<file path="config.mk">
export PLATFORM = sky130hd
export DESIGN_NAME = instr_fetch_queue
export DESIGN_NICKNAME = d
export VERILOG_FILES = /design/src/rtl/instr_fetch_queue.sv
export SDC_FILE = /design/constraint.sdc
export NUM_CORES = 1
export LEC_CHECK = 0
export ABC_CLOCK_PERIOD_IN_PS = 8100
export BUFFER_PORTS_ARGS = -buffer_cell sky130_fd_sc_hd__buf_2
export CAP_MARGIN = 40
export CORE_ASPECT_RATIO = 0.7
export CORE_MARGIN = 10
export CORE_UTILIZATION = 60
export CTS_CLUSTER_DIAMETER = 150
export DETAILED_ROUTE_END_ITERATION = 7
export PLACE_DENSITY = 0.81
export SLEW_MARGIN = 20
export SYNTH_ARGS = -nofsm -noshare
export SYNTH_HDL_FRONTEND = slang
export SYNTH_SLANG_ARGS = --single-unit
</file>
<file path="constraint.sdc">
create_clock -name clk -period 8.1 [get_ports clk]
set_clock_uncertainty 0.15 [all_clocks]
set_input_delay 1.62 -clock clk [delete_from_list [all_inputs] [get_ports clk]]
set_output_delay 1.62 -clock clk [all_outputs]
set_load 0.02 [all_outputs]
</file>
<file path="src/rtl/instr_fetch_queue.sv">
// Instruction prefetch unit: issues ROM reads ahead of the consumer into a FIFO and handles redirects.
// Define IFQ_BYPASS_EN so a returning word skips the empty queue and is presented in the same cycle.
module instr_fetch_queue #(
  parameter int unsigned     XLEN     = 32,
  parameter int unsigned     ADDR_W   = 5,
  parameter int unsigned     QDEPTH   = 4,
  parameter logic [XLEN-1:0] RESET_PC = '0
) (
  input  logic              clk,
  input  logic              rst,
  output logic              mem_en,
  output logic [ADDR_W-1:0] mem_addr,
  input  logic [XLEN-1:0]   mem_rdata,
  input  logic              redir_valid,
  input  logic [XLEN-1:0]   redir_pc,
  output logic              inst_valid,
  input  logic              inst_ready,
  output logic [XLEN-1:0]   inst_data,
  output logic [XLEN-1:0]   inst_pc
);

  localparam int unsigned PtrW = (QDEPTH > 1) ? $clog2(QDEPTH) : 1;
  localparam int unsigned CntW = $clog2(QDEPTH + 1);

  typedef enum logic [1:0] {StBoot, StRun, StFlush} state_e;

  state_e              state_q, state_d;
  logic [XLEN-1:0]     pc_q, pc_d;
  logic                inflight_q, inflight_d;
  logic [XLEN-1:0]     inflight_pc_q, inflight_pc_d;
  logic [PtrW-1:0]     rd_ptr_q, rd_ptr_d;
  logic [PtrW-1:0]     wr_ptr_q, wr_ptr_d;
  logic [CntW-1:0]     count_q, count_d;
  logic [XLEN-1:0]     qdata_q [QDEPTH];
  logic [XLEN-1:0]     qpc_q [QDEPTH];

  logic                q_empty;
  logic                bypass;
  logic                room;
  logic                push;
  logic                pop;

  assign q_empty  = (count_q == '0);
  assign mem_addr = pc_q[ADDR_W+1:2];
  // Reads in flight count against capacity so a returning word always has a slot.
  assign room     = (({1'b0, count_q} + (CntW + 1)'(inflight_q)) < (CntW + 1)'(QDEPTH));

`ifdef IFQ_BYPASS_EN
  assign bypass = q_empty && inflight_q;
`else
  assign bypass = 1'b0;
`endif

  always_comb begin
    state_d = state_q;
    mem_en  = 1'b0;
    case (state_q)
      StBoot:  state_d = StRun;
      StRun:   mem_en  = room;
      StFlush: state_d = StRun;
      default: state_d = StBoot;
    endcase
    if (redir_valid) begin
      state_d = StFlush;
    end
  end

  always_comb begin
    inst_valid = 1'b0;
    inst_data  = '1;
    inst_pc    = '0;
    if (!q_empty) begin
      inst_valid = 1'b1;
      inst_data  = qdata_q[rd_ptr_q];
      inst_pc    = qpc_q[rd_ptr_q];
    end else if (bypass) begin
      inst_valid = 1'b1;
      inst_data  = mem_rdata;
      inst_pc    = inflight_pc_q;
    end
  end

  // A word returning in a redirect cycle belongs to the old stream and is dropped.
  assign pop  = !q_empty && inst_ready;
  assign push = inflight_q && !redir_valid && !(bypass && inst_ready);

  always_comb begin
    rd_ptr_d      = rd_ptr_q;
    wr_ptr_d      = wr_ptr_q;
    pc_d          = pc_q;
    inflight_pc_d = inflight_pc_q;
    // A read issued during a redirect is never marked in flight, so it is discarded on return.
    inflight_d    = mem_en && !redir_valid;
    count_d       = count_q + CntW'(push) - CntW'(pop);
    if (mem_en) begin
      pc_d          = pc_q + XLEN'(4);
      inflight_pc_d = pc_q;
    end
    if (push) begin
      wr_ptr_d = wr_ptr_q + PtrW'(1);
    end
    if (pop) begin
      rd_ptr_d = rd_ptr_q + PtrW'(1);
    end
    if (redir_valid) begin
      rd_ptr_d = '0;
      wr_ptr_d = '0;
      count_d  = '0;
      pc_d     = redir_pc & ~XLEN'(3);
    end
  end

  always_ff @(posedge clk or negedge rst) begin
    if (!rst) begin
      state_q       <= StBoot;
      pc_q          <= RESET_PC;
      inflight_q    <= 1'b0;
      inflight_pc_q <= '0;
      rd_ptr_q      <= '0;
      wr_ptr_q      <= '0;
      count_q       <= '0;
    end else begin
      state_q       <= state_d;
      pc_q          <= pc_d;
      inflight_q    <= inflight_d;
      inflight_pc_q <= inflight_pc_d;
      rd_ptr_q      <= rd_ptr_d;
      wr_ptr_q      <= wr_ptr_d;
      count_q       <= count_d;
    end
  end

  always_ff @(posedge clk) begin
    if (push) begin
      qdata_q[wr_ptr_q] <= mem_rdata;
      qpc_q[wr_ptr_q]   <= inflight_pc_q;
    end
  end

endmodule

</file>
==> results of run 1 <==
-- cells by family after synthesis --
family / after synthesis
DFF: 318
and+or+nand+nor: 168
muxes: 102
buffers and inverters: 52
AOI/OAI and AO/OA: 29
xor gates and xnor gates: 29
adders and majority gates: 9
other: 1
-- report_power, final --
group | internal [W] | total, W | switching [W]
clock network | 0.000771 | 0.00133 | 0.000557
logic | 0.000554 | 0.00123 | 0.000678
registers | 0.00194 | 0.00209 | 0.000155
-- cell usage after synthesis (all sizes together) (11+ instances only) --
cell | count | area, um^2
edfxtp | 248 | 7447
xor2 | 11 | 96.34
mux2 | 37 | 416.7
nand2 | 34 | 127.6
buf | 25 | 155.1
and2 | 37 | 231.5
o21ai | 19 | 95.09
dfrtp | 70 | 1752
clkbuf | 20 | 75.07
xnor2 | 18 | 157.7
or2 | 33 | 206.5
mux4 | 62 | 1396
nand4 | 12 | 90.09
-- per-layer routing --
metal  track usage  wire, um  vias up  share of wire
met5             0         0        -              0
met4       0.03205       314        0          0.013
met1        0.2412     10550     3438           0.42
met3       0.03672      1559       25          0.062
li1              -         -     2982              -
met2        0.3083     12690      218           0.51
-- state kept, by name, summed over array words and instances (netlist names) --
register       flops
qdata_q          128
qpc_q            120
inflight_pc_q     30
pc_q              30
count_q            3
rd_ptr_q           2
state_q            2
wr_ptr_q           2
inflight_q         1
-- final cells by class --
| type | instances | area (um^2) | area share |
|---|---|---|---|
| tap | 276 | 345.3 | 0.02341 |
| clock buffer | 45 | 907.1 | 0.06148 |
| timing repair buffer | 147 | 815.8 | 0.05529 |
| sequential | 318 | 9204 | 0.6238 |
| inverter | 7 | 26.28 | 0.001781 |
| multi-input combinational | 339 | 3400 | 0.2304 |
| clock inverter | 9 | 56.30 | 0.003816 |
-- worst max-delay path by stage --
| stage | cells after the start | endpoint | slack [ns] |
|---|---|---|---|
| final | 5 | inst_data[29] | 3.41 |
| after floorplan | 3 | qdata_q[0][0] | 4.03 |
| after global routing | 5 | inst_data[29] | 3.21 |
| after global placement | 4 | inst_data[29] | 3.70 |
| after CTS | 5 | inst_data[29] | 3.33 |
| after detailed placement | 5 | qpc_q[2][3] | 3.88 |
-- per-stage QoR --
| stage | power, W | instance area (um^2) | util | hold slack [ns] |
|---|---|---|---|---|
| 3_3_place_gp | 0.003314 | 13720 | 0.6576 | 0.3225 |
| 3_5_place_dp | 0.003388 | 13790 | 0.6610 | 0.3420 |
| 2_1_floorplan | 0.002937 | 12840 | - | 0.2933 |
| 4_1_cts | 0.004717 | 14750 | 0.7071 | 0.3471 |
| 5_1_grt | 0.004878 | 14750 | 0.7071 | 0.3887 |
| 6_report | 0.004652 | 14750 | 0.7071 | 0.3498 |
-- critical path, delay by kind of cell, from the launching register on --
family,cells,cell delay [ns]
buffers and inverters,3,0.78
AND/OR/NAND/NOR,1,0.31
multiplexers,1,0.54
flip-flops,1,0.71
-- cell usage in the layout (no fill, tap or decap), types with 16 or more instances in the layout --
cell type,n
sky130_fd_sc_hd__edfxtp_1,248
sky130_fd_sc_hd__mux4_2,62
sky130_fd_sc_hd__clkbuf_16,30
sky130_fd_sc_hd__and2_1,33
sky130_fd_sc_hd__nand2_1,34
sky130_fd_sc_hd__o21ai_0,16
sky130_fd_sc_hd__dfrtp_1,68
sky130_fd_sc_hd__buf_2,134
sky130_fd_sc_hd__or2_2,32
sky130_fd_sc_hd__mux2_2,37
sky130_fd_sc_hd__xnor2_1,18
==> flow_metrics.env, run 1 <==
export IMPL_status="complete, no violations"
export IMPL_yosys_area_share_xor_xnor=0.01979
export IMPL_maxCapViolCount=0
export IMPL_synthCells=708
export IMPL_cts_hold_buffers=0
export IMPL_initial_antenna_violation_count=0
export IMPL_final_cells=1141
export IMPL_dieArea_mm2=0.02773
export IMPL_vdd_ir_drop_max_mv=0.2419
export IMPL_drive_above_1_share=0.3919
export IMPL_antenna_left=0
export IMPL_synth_top_family_by_area="multiplexers"
export IMPL_globalRouteOverflowTotal=0
export IMPL_count_of_warnings_emitted_by_yosys=0
export IMPL_drc_errors=0
export IMPL_finalHoldViolations=0
export IMPL_postLayoutSetupSlackWorst_ns=3.408
export IMPL_crit_path_start="rd_ptr_q[0]"
export IMPL_grt_pass1_vias=7021
export IMPL_min_delay_worst_endpoint="state_q[0]"
export IMPL_final_setup_vio_count=0
export IMPL_core_area_mm2=0.02087
export IMPL_min_delay_path_depth=1
export IMPL_post_place_cells=1087
export IMPL_reg2reg_from="count_q[0]"
export IMPL_fmax_ghz=0.2131
export IMPL_synth_edf_count=248
export IMPL_postCtsResizedCells=0
export IMPL_drt_wl_total_um=25120
export IMPL_layout_nets=919
export IMPL_synthesis_stage_register_bit_count=318
export IMPL_asyncSetResetFlopFracSynth=0.2201
export IMPL_cp_required_ns=6.33
export IMPL_worst_hold_path_type="flip-flop to flip-flop"
export IMPL_power_per_cell_area_mw_per_mm2=315.3
export IMPL_post_synth_num_cell_types=46
export IMPL_yosys_mux_area_fraction=0.1436
export IMPL_crit_path_max_fanout=36
export IMPL_post_route_period_util=0.5793
export IMPL_placement_rows=44
export IMPL_placement_io_buffers=134
export IMPL_ys_seq_area_frac=0.7168
export IMPL_dieWidth_um=194.8
export IMPL_path_clk_slew_ns=0.06
export IMPL_synthToLayoutAreaGrowth_pct=14.97
export IMPL_power_leakage_nw=5.249
export IMPL_post_drt_via_cell_ratio=5.840
export IMPL_timing_final_max_slew_violations=0
export IMPL_timing_critical_path_arrival_ns=2.92
export IMPL_cts_made_buffers=29
export IMPL_worstMarginPinSlew_ns=0.8236
export IMPL_grt_setup_unrepaired="false"
export IMPL_cts_buffer_depth=3
export IMPL_cp_cell_sequence="buf_4, buf_16, mux4_2, or2_2, buf_2"
export IMPL_post_cts_setup_buffers=0
export IMPL_htree_num_levels=1
export IMPL_post_place_ws_ns=3.879
export IMPL_fillerInstances=1319
export IMPL_synthSimpleGateAreaFrac=0.07634
export IMPL_grt_start_max_net_pins=59
export IMPL_yosys_most_used_dff="sky130_fd_sc_hd__edfxtp_1"
export IMPL_mappedNetlistArea_mm2=0.01283
export IMPL_avgSynthCellArea_um2=18.13
export IMPL_boundaryPins=139
export IMPL_cp_slowest_stage_delay_ns=0.71
export IMPL_drt_pass1_iterations=5
export IMPL_timing_reg2reg_setup_slack_ns=4.94
export IMPL_worst_path_max_delay_cell="sky130_fd_sc_hd__dfrtp_4"
export IMPL_cp_end_kind="primary output"
export IMPL_clkLatencyLatePin_ns=0.54
export IMPL_clock_sinks=318
export IMPL_tritoncts_clock_tree="built"
export IMPL_diodes=0
export IMPL_synth_compound_gate_area_share=0.01384
export IMPL_gr_usage_all_layers=0.1810
export IMPL_initial_core_util=0.6151
export IMPL_gp_congestion=0.7855
export IMPL_synthesized_area_fraction_occupied_by_adder_cells=0.009359
export IMPL_wl_per_cell_um=22.01
export IMPL_hpwl_um=16200
export IMPL_reg2regPathDepth=12
export IMPL_min_from="state_q[0]"
export IMPL_via_count=6663
export IMPL_criticalPathCategory="flip-flop to primary output"
export IMPL_worstReg2RegEnd="count_q[2]"
export IMPL_slew_headroom=0.4509
export IMPL_tns_ns=0
export IMPL_cts_root_buffer="sky130_fd_sc_hd__clkbuf_16"
export IMPL_dieHeight_um=142.4
export IMPL_startpoint_class="flip-flop"
export IMPL_fin_crit_ns=4.692
export IMPL_count_of_routing_violations_after_the_opening_detailed_route_iteration=591
export IMPL_grt_first_pass_wirelength_um=40010
No activity file was read; power rests on OpenSTA's default activity.
==> run 2, diff against run 1 <==
Settings changed: ABC_CLOCK_PERIOD_IN_PS 8100 to 4500, CORE_UTILIZATION 60 to 58, PLACE_DENSITY 0.81 to 0.79.
Clock period 8.1 ns to 4.5 ns, I/O delays scaled along.
==> run 2 against run 1 <==
Effect of this change:
- worst hold slack got worse by 0.096 ns
- via count increased by 1.3%
- global-route usage increased by 0.26 points
- first-iteration DRC count decreased by 3.2%
- core utilization decreased by 2.2 points
- cell count increased by 0.96%
- worst setup slack got worse by 2.7 ns
- largest power group unchanged
- register-to-register slack got worse by 3.5 ns
- combinational power increased by 77%
- total power increased by 86%
==> flow_metrics.env, run 2 (synthesis results as in run 1) <==
export IMPL_dieArea_mm2=0.02857
export IMPL_post_route_period_util=0.8494
export IMPL_worstMarginPinSlew_ns=0.8173
export IMPL_cp_end_kind="primary output"
export IMPL_final_area_mm2=0.01488
export IMPL_timing_critical_path_arrival_ns=2.77
export IMPL_drt_wl_total_um=26060
export IMPL_power_leakage_nw=5.291
export IMPL_dieHeight_um=144.5
export IMPL_initial_core_util=0.5905
export IMPL_initial_antenna_violation_count=1
export IMPL_dieWidth_um=197.8
export IMPL_core_area_mm2=0.02173
export IMPL_grt_pass1_vias=7061
export IMPL_crit_path_max_fanout=35
export IMPL_worst_hold_path_type="input port to async pin"
export IMPL_most_common_layout_cells="sky130_fd_sc_hd__edfxtp_1 (248), sky130_fd_sc_hd__buf_2 (134), sky130_fd_sc_hd__dfrtp_1 (68), sky130_fd_sc_hd__mux4_2 (62), sky130_fd_sc_hd__mux2_2 (37)"
export IMPL_fin_crit_ns=3.822
export IMPL_grt_start_max_net_pins=58
export IMPL_clock_sinks=318
export IMPL_htree_num_levels=1
export IMPL_boundaryPins=139
export IMPL_finalHoldViolations=0
export IMPL_vdd_ir_drop_max_mv=0.3818
export IMPL_maxCapViolCount=0
export IMPL_cts_buffer_depth=3
export IMPL_startpoint_class="flip-flop"
export IMPL_layout_top_registers="qdata_q: 128 flops, qpc_q: 120 flops"
export IMPL_fmax_ghz=0.2616
export IMPL_cts_root_buffer="sky130_fd_sc_hd__clkbuf_16"
export IMPL_tns_ns=0
export IMPL_layout_nets=924
export IMPL_drc_errors=0
export IMPL_status="complete, no violations"
export IMPL_post_cts_setup_buffers=0
export IMPL_largest_register_ffs=128
export IMPL_count_of_routing_violations_after_the_opening_detailed_route_iteration=572
export IMPL_power_per_cell_area_mw_per_mm2=581.1
export IMPL_via_count=6752
export IMPL_hpwl_um=16390
export IMPL_largest_register_by_flop_count="qdata_q"
export IMPL_globalRouteOverflowTotal=0
export IMPL_cts_hold_buffers=0
export IMPL_drive_above_1_share=0.3954
export IMPL_grt_first_pass_wirelength_um=40720
export IMPL_gp_congestion=0.8207
export IMPL_postCtsResizedCells=0
export IMPL_placedInstanceArea_mm2=0.01384
export IMPL_antenna_left=0
export IMPL_final_setup_vio_count=0
export IMPL_post_drt_via_cell_ratio=5.861
export IMPL_criticalPathCategory="flip-flop to primary output"
export IMPL_placement_rows=45
export IMPL_grt_setup_unrepaired="false"
export IMPL_final_common_cell="sky130_fd_sc_hd__edfxtp_1"
export IMPL_tritoncts_clock_tree="built"
export IMPL_synthToLayoutAreaGrowth_pct=15.95
export IMPL_gr_usage_all_layers=0.1836
export IMPL_p_total_w=0.008647
export IMPL_clkLatencyLatePin_ns=0.54
export IMPL_path_clk_slew_ns=0.06
export IMPL_cp_required_ns=3.45
export IMPL_slew_headroom=0.4551
export IMPL_drt_pass1_iterations=5
export IMPL_wl_per_cell_um=22.62
export IMPL_placement_io_buffers=134
export IMPL_timing_final_max_slew_violations=0
export IMPL_cts_made_buffers=29
export IMPL_diodes=0
-- run 2: final timing paths --
| path | depth (start not counted) | from | endpoint | slack [ns] |
|---|---|---|---|---|
| hold reg to reg | 1 | state_q[0] | state_q[0] | 0.36 |
| setup reg to reg | 11 | count_q[0] | count_q[2] | 1.40 |
| setup / recovery | 4 | rd_ptr_q[0] | inst_data[13] | 0.68 |
| hold / removal | 1 | rst | pc_q[17] | 0.25 |
| max in group asynchronous | 3 | rst | inflight_pc_q[6] | 2.84 |
| min in group clk | 1 | state_q[0] | state_q[0] | 0.36 |
-- run 2: routing by layer --
layer | vias to the layer above | track usage | share of wire
li1 | 3003 | - | -
met1 | 3472 | 0.2431 | 0.42
met2 | 242 | 0.3095 | 0.50
met3 | 35 | 0.03760 | 0.066
met4 | 0 | 0.04113 | 0.017
met5 | - | 0 | 0
-- run 2: worst max-delay path, cell delays in order, from the launching register on --
cell	delay, ns
sky130_fd_sc_hd__dfrtp_4	0.91
sky130_fd_sc_hd__buf_12	0.32
sky130_fd_sc_hd__mux4_2	0.54
sky130_fd_sc_hd__or2_2	0.28
sky130_fd_sc_hd__buf_2	0.16
-- run 2: per-stage QoR --
stage	instances	hold slack, ns	util	setup WS (ns)
after floorplan	709	0.2933	-	1.149
after detailed placement	1098	0.3478	0.6367	1.178
final	1152	0.2534	0.6847	0.6779
after global routing	1152	0.2972	0.6847	0.5146
after CTS	1152	0.2604	0.6847	0.6011
after global placement	1098	0.3296	0.6367	1.186
-- run 2: layout make-up --
class | count | area, um^2
flip-flops and latches | 318 | 9204
fillers | 1375 | 6853
multi-input cells | 339 | 3400
repair buffers | 152 | 855.8
clock buffers | 33 | 740.7
well taps | 282 | 352.8
clock inverters | 21 | 301.5
inverters | 7 | 26.28
-- run 2: power by group --
group          switching [W]  leakage [nW]  total [W]  internal (W)
Clock                0.00106         0.504    0.00265       0.00159
Combinational        0.00120          1.70    0.00218      0.000982
Sequential          0.000328          3.08    0.00381       0.00349
